--- config.mk ---
export PLATFORM = sky130hd
export DESIGN_NAME = pipeline_hazard_ctrl
export DESIGN_NICKNAME = d
export VERILOG_FILES = /design/src/rtl/pipeline_hazard_ctrl.sv
export SDC_FILE = /design/constraint.sdc
export NUM_CORES = 1
export LEC_CHECK = 0
export ABC_AREA = 0
export CORE_MARGIN = 1
export CORE_UTILIZATION = 30
export DETAILED_ROUTE_END_ITERATION = 10
export DONT_BUFFER_PORTS = 1
export GPL_ROUTABILITY_DRIVEN = 0
export GPL_TIMING_DRIVEN = 1
export PLACE_DENSITY = 0.41
export SLEW_MARGIN = 25
export SYNTH_ARGS = -nofsm -noshare
export SYNTH_HDL_FRONTEND = slang
export SYNTH_SLANG_ARGS = --single-unit
--- constraint.sdc ---
create_clock -name clk -period 4.1 [get_ports clk]
set_input_delay 0.41 -clock clk [delete_from_list [all_inputs] [get_ports clk]]
set_output_delay 0.41 -clock clk [all_outputs]
set_load 0.03 [all_outputs]
--- src/rtl/pipeline_hazard_ctrl.sv ---
// Hazard, forwarding and data-memory wait-state controller for the 5-stage ARM pipeline.
// Optional performance counters are built when HAZARD_PERF_EN is defined.
module pipeline_hazard_ctrl #(
  parameter int TIMEOUT = 15,
  parameter int CW      = 16
) (
  input  logic          clk,
  input  logic          reset,
  input  logic [3:0]    RA1D,
  input  logic [3:0]    RA2D,
  input  logic [3:0]    RA1E,
  input  logic [3:0]    RA2E,
  input  logic [3:0]    WA3E,
  input  logic [3:0]    WA3M,
  input  logic [3:0]    WA3W,
  input  logic          RegWriteE,
  input  logic          RegWriteM,
  input  logic          RegWriteW,
  input  logic          MemtoRegE,
  input  logic          PCSrcD,
  input  logic          PCSrcE,
  input  logic          PCSrcM,
  input  logic          PCSrcW,
  input  logic          BranchTakenE,
  input  logic          MemAccessM,
  input  logic          DMemReady,
  output logic [1:0]    ForwardAE,
  output logic [1:0]    ForwardBE,
  output logic          StallF,
  output logic          StallD,
  output logic          StallE,
  output logic          StallM,
  output logic          FlushD,
  output logic          FlushE,
  output logic          FlushW,
  output logic          MemFault,
  output logic [CW-1:0] StallCount,
  output logic [CW-1:0] FlushCount
);

  typedef enum logic [1:0] {
    ST_RUN   = 2'b00,
    ST_WAIT  = 2'b01,
    ST_FAULT = 2'b10
  } state_t;

  localparam logic [CW-1:0] TIMEOUT_C = CW'(TIMEOUT);
  localparam logic [CW-1:0] ONE_C     = {{(CW-1){1'b0}}, 1'b1};
  localparam logic [CW-1:0] ZERO_C    = {CW{1'b0}};

  state_t        state_r;
  state_t        state_nxt_s;
  logic [CW-1:0] waitcnt_r;
  logic [CW-1:0] waitcnt_nxt_s;
  logic          fault_r;
  logic          ldr_stall_s;
  logic          pc_pending_s;
  logic          freeze_s;

  // M-stage result wins over W; R15 (PC) is never forwarded.
  function automatic logic [1:0] fwd_sel(input logic [3:0] ra,
                                         input logic       wr_m,
                                         input logic [3:0] wa_m,
                                         input logic       wr_w,
                                         input logic [3:0] wa_w);
    logic [1:0] sel;
    sel = 2'b00;
    if (ra == 4'd15) begin
      sel = 2'b00;
    end else if (wr_m && (wa_m == ra)) begin
      sel = 2'b10;
    end else if (wr_w && (wa_w == ra)) begin
      sel = 2'b01;
    end else begin
      sel = 2'b00;
    end
    return sel;
  endfunction

  // Forwarding selects for both E-stage operands.
  always_comb begin
    ForwardAE = 2'b00;
    ForwardBE = 2'b00;
    if (!reset) begin
      ForwardAE = 2'b00;
      ForwardBE = 2'b00;
    end else begin
      ForwardAE = fwd_sel(RA1E, RegWriteM, WA3M, RegWriteW, WA3W);
      ForwardBE = fwd_sel(RA2E, RegWriteM, WA3M, RegWriteW, WA3W);
    end
  end

  // Stall/flush generation; a memory freeze overrides the normal hazard rules.
  always_comb begin
    ldr_stall_s  = MemtoRegE & RegWriteE & ((RA1D == WA3E) | (RA2D == WA3E));
    pc_pending_s = PCSrcD | PCSrcE | PCSrcM;
    case (state_r)
      ST_RUN:   freeze_s = MemAccessM & ~DMemReady;
      ST_WAIT:  freeze_s = ~DMemReady;
      ST_FAULT: freeze_s = 1'b1;
      default:  freeze_s = 1'b1;
    endcase
    StallF = 1'b0;
    StallD = 1'b0;
    StallE = 1'b0;
    StallM = 1'b0;
    FlushD = 1'b0;
    FlushE = 1'b0;
    FlushW = 1'b0;
    if (!reset) begin
      StallF = 1'b0;
    end else if (freeze_s) begin
      // Bubble into W so the held M instruction is not written back twice.
      StallF = 1'b1;
      StallD = 1'b1;
      StallE = 1'b1;
      StallM = 1'b1;
      FlushW = 1'b1;
    end else begin
      StallF = ldr_stall_s | pc_pending_s;
      StallD = ldr_stall_s;
      FlushD = pc_pending_s | PCSrcW | BranchTakenE;
      FlushE = ldr_stall_s | BranchTakenE;
    end
  end

  // Wait-state FSM next-state and watchdog counter.
  always_comb begin
    state_nxt_s   = state_r;
    waitcnt_nxt_s = waitcnt_r;
    case (state_r)
      ST_RUN: begin
        if (MemAccessM && !DMemReady) begin
          state_nxt_s   = ST_WAIT;
          waitcnt_nxt_s = ONE_C;
        end else begin
          waitcnt_nxt_s = ZERO_C;
        end
      end
      ST_WAIT: begin
        if (DMemReady) begin
          state_nxt_s   = ST_RUN;
          waitcnt_nxt_s = ZERO_C;
        end else if (waitcnt_r == TIMEOUT_C) begin
          state_nxt_s = ST_FAULT;
        end else begin
          waitcnt_nxt_s = waitcnt_r + ONE_C;
        end
      end
      ST_FAULT: begin
        state_nxt_s = ST_FAULT;
      end
      default: begin
        state_nxt_s   = ST_RUN;
        waitcnt_nxt_s = ZERO_C;
      end
    endcase
  end

  // FSM state, wait counter and sticky fault register.
  always_ff @(posedge clk or negedge reset) begin
    if (!reset) begin
      state_r   <= ST_RUN;
      waitcnt_r <= ZERO_C;
      fault_r   <= 1'b0;
    end else begin
      state_r   <= state_nxt_s;
      waitcnt_r <= waitcnt_nxt_s;
      fault_r   <= (state_nxt_s == ST_FAULT);
    end
  end

  assign MemFault = fault_r;

`ifdef HAZARD_PERF_EN
  logic [CW-1:0] stall_cnt_r;
  logic [CW-1:0] flush_cnt_r;

  // Saturating stall/flush cycle counters.
  always_ff @(posedge clk or negedge reset) begin
    if (!reset) begin
      stall_cnt_r <= ZERO_C;
      flush_cnt_r <= ZERO_C;
    end else begin
      if (StallF && (stall_cnt_r != {CW{1'b1}})) begin
        stall_cnt_r <= stall_cnt_r + ONE_C;
      end else begin
        stall_cnt_r <= stall_cnt_r;
      end
      if ((FlushD || FlushE) && (flush_cnt_r != {CW{1'b1}})) begin
        flush_cnt_r <= flush_cnt_r + ONE_C;
      end else begin
        flush_cnt_r <= flush_cnt_r;
      end
    end
  end

  assign StallCount = stall_cnt_r;
  assign FlushCount = flush_cnt_r;
`else
  assign StallCount = ZERO_C;
  assign FlushCount = ZERO_C;
`endif

endmodule

==> impl_metrics.json <==
{
  "run_status": "completed",
  "die_w_um": 76.62,
  "critical-path-top-delay-family": "simple AND/OR/NAND/NOR gates",
  "hpwl_mm": 2.711,
  "drv_cap": 0,
  "grt_pass1_wl_mm": 5.913,
  "place_area_um2": 1597,
  "cp_cell_sequence": "nor2_1 -> nor2_1 -> or3_2 -> a21oi_1",
  "vias": 1356,
  "viasPerCell": 4.985,
  "first_pass_iters": 4,
  "crit_type": "flip-flop to output pin",
  "max_freq_ghz": 0.4395,
  "synth_top_flop_cell": "dfrtp_1",
  "worst-path-buf-inv": 0,
  "syn2layout_area_growth_pct": -1.048,
  "fin_crit_ns": 2.275,
  "rows": 26,
  "ir_drop_uv": 189.7,
  "portBuffers": 0,
  "slew_headroom": 0.3639,
  "fin_tns_setup_ns": 0,
  "drtIter0Drc": 66,
  "synth_edf_count": 0,
  "cts_buffers": 3,
  "grt_usage": 0.1235,
  "whs_path_depth": 1,
  "coreArea_um2": 5238,
  "hold_path_class": "primary input to flip-flop",
  "synthArstFlopShare": 1.000,
  "synth_cells": 202,
  "die-area_um2": 5870,
  "worst-r2r-cell-count": 5,
  "io-pin-count": 85,
  "cts_root_buffer": "clkbuf_8",
  "tritoncts": "done",
  "worst_pin_slew_ns": 0.9507,
  "cp_slowest_stage_delay_ns": 0.53,
  "antenna_found_initial": 0,
  "grt_pass1_vias": 1249,
  "cts_htree_levels": 1,
  "critical_path_required_ns": 3.69,
  "antenna_cells": 0,
  "path_max_fanout": 8,
  "rrSetupSlack_ns": 2.08,
  "rsz0062_at_grt": "no",
  "numClockSinks": 19,
  "cp-end-kind": "output pin",
  "min_period_over_period": 0.5549,
  "power_density_nw_per_um2": 253.5,
  "cp-start-kind": "flip-flop",
  "synth_area_um2": 1670,
  "ys_seq_area_frac": 0.2846,
  "hold_violations": 0,
  "wl_per_cell_um": 13.11,
  "grt_overflow_total": 0,
  "yosysWarnings": 0,
  "wl_mm": 3.565,
  "synth_seq_cells": 19,
  "postLayoutCellArea_um2": 1653,
  "drc_errors": 0,
  "maxSlewViolCount": 0,
  "setup_viol": 0,
  "clk_pin_slew_worst_paths_ns": 0.07,
  "die_height_um": 76.62,
  "fin_skew_ns": 0.002488,
  "insertion_delay_ns": 0.26,
  "cts_buffer_depth": 2,
  "drive_gt1_frac": 0.03960,
  "worstPathArrival_ns": 1.87,
  "critPathSlowestCell": "a21oi_1",
  "fin_nets": 245,
  "synth_cell_type_count": 38,
  "ant_nets": 0,
  "grt_max_degree": 20,
  "cp.depth": 4,
  "syn_area_per_cell_um2": 8.269,
  "cp_common_cell": "nor2_1",
  "p_leak_uw": 0.0006990,
  "initial_utilization": 0.3189
}
-- synthesized netlist by cell type, types with 3 or more instances --
| cell | count | area [um2] |
|---|---|---|
| dfrtp_1 | 19 | 475.5 |
| nand4_1 | 7 | 43.79 |
| mux2i_1 | 3 | 30.03 |
| and3_1 | 4 | 25.02 |
| inv_1 | 6 | 22.52 |
| nor2_1 | 19 | 71.32 |
| nand3_1 | 6 | 30.03 |
| xnor2_1 | 11 | 96.34 |
| xor2_1 | 16 | 140.1 |
| nor4_1 | 10 | 62.56 |
| nor3_1 | 5 | 25.02 |
| o21ai_0 | 10 | 50.05 |
| nand2_1 | 11 | 41.29 |
| a31oi_1 | 3 | 18.77 |
| a21oi_1 | 8 | 40.04 |
| or3_1 | 5 | 31.28 |
| buf_4 | 34 | 255.2 |
-- worst register-to-register path, stage by stage, from the launching register on --
cell	delay [ns]
dfrtp_1	0.43
ha_1	0.22
nand3_1	0.19
or4_4	0.62
or3_1	0.32
a21oi_1	0.16
-- worst paths after layout --
check,start,endpoint
min reg2reg,waitcnt_r[15],waitcnt_r[15]
min in group asynchronous,reset,waitcnt_r[1]
max reg2reg,waitcnt_r[0],waitcnt_r[14]
min,DMemReady,state_r[0]
max,state_r[0],FlushE
max in group asynchronous,reset,waitcnt_r[0]
-- power breakdown --
group | leakage, uW | switching [uW] | internal [uW] | total, uW
logic | 0.000411 | 70.2 | 21.5 | 91.7
clock network | 0.0000255 | 67.9 | 67.8 | 136
registers | 0.000263 | 2.75 | 189 | 192
total | 0.000699 | 141 | 278 | 419
-- flip-flops by register name (all words and copies together), names as in the netlist --
name	cells
waitcnt_r	16
state_r	2
MemFault	1
-- repair_timing --
item | 4_1_cts | 5_1_grt
setup buffers | 0 | 0
gates resized for setup | 0 | 0
hold endpoints to repair | 19 | 0
hold buffers | 1 | 0
-- area by class of cell --
class / instances / area [um2]
clock buffer: 3 / 41.29
clock inverter: 1 / 5.005
fill: 592 / 3585
inverter: 6 / 22.52
multi-input combinational: 172 / 1011
sequential: 19 / 475.5
tap: 70 / 87.58
timing repair buffer: 1 / 10.01
-- metal layers --
layer / up-vias / track usage / routed length [um]
met5: - / 0 / 0
met4: 0 / 0.02692 / 25
met3: 5 / 0.04551 / 266
met2: 51 / 0.2072 / 1728
met1: 646 / 0.1500 / 1545
li1: 654 / - / -
-- cell families after synthesis --
kind of cell,after synthesis,synth area share
AO/OA/AOI/OAI,30,0.1116
multiplexers,3,0.01798
other,1,0.002245
AND/OR/NAND/NOR,79,0.2547
buffers and inverters,42,0.1798
flip-flops,19,0.2846
XOR/XNOR,27,0.1416
adder cells (fa/ha/maj),1,0.007489
-- through the flow --
step | std cells | util | hold WS (ns) | total power, uW | setup WS, ns
after floorplan | 233 | - | 0.1144 | 302.7 | 2.160
after global placement | 267 | 0.3048 | 0.1153 | 281.3 | 2.083
after detailed placement | 267 | 0.3048 | 0.1151 | 282.4 | 2.057
after CTS | 272 | 0.3156 | 0.2169 | 425.1 | 1.819
after global routing | 272 | 0.3156 | 0.2211 | 439.1 | 1.724
final | 272 | 0.3156 | 0.2242 | 419.0 | 1.825
-- placed cells by master, fill, tap and decap left out, types with 2 or more instances in the layout --
cell type,Yosys,layout
a21oi_1,8,8
a31oi_1,3,3
and3_1,4,4
and4_1,2,2
clkbuf_8,0,3
conb_1,1,32
dfrtp_1,19,19
inv_1,6,6
mux2i_1,3,3
nand2_1,11,11
nand3_1,6,6
nand4_1,7,7
nor2_1,19,19
nor3_1,5,5
nor4_1,10,10
o211ai_1,2,2
o21ai_0,10,10
or2b_1,2,2
or3_1,5,5
xnor2_1,11,11
xor2_1,16,16
(Power assumes the default switching activity.)
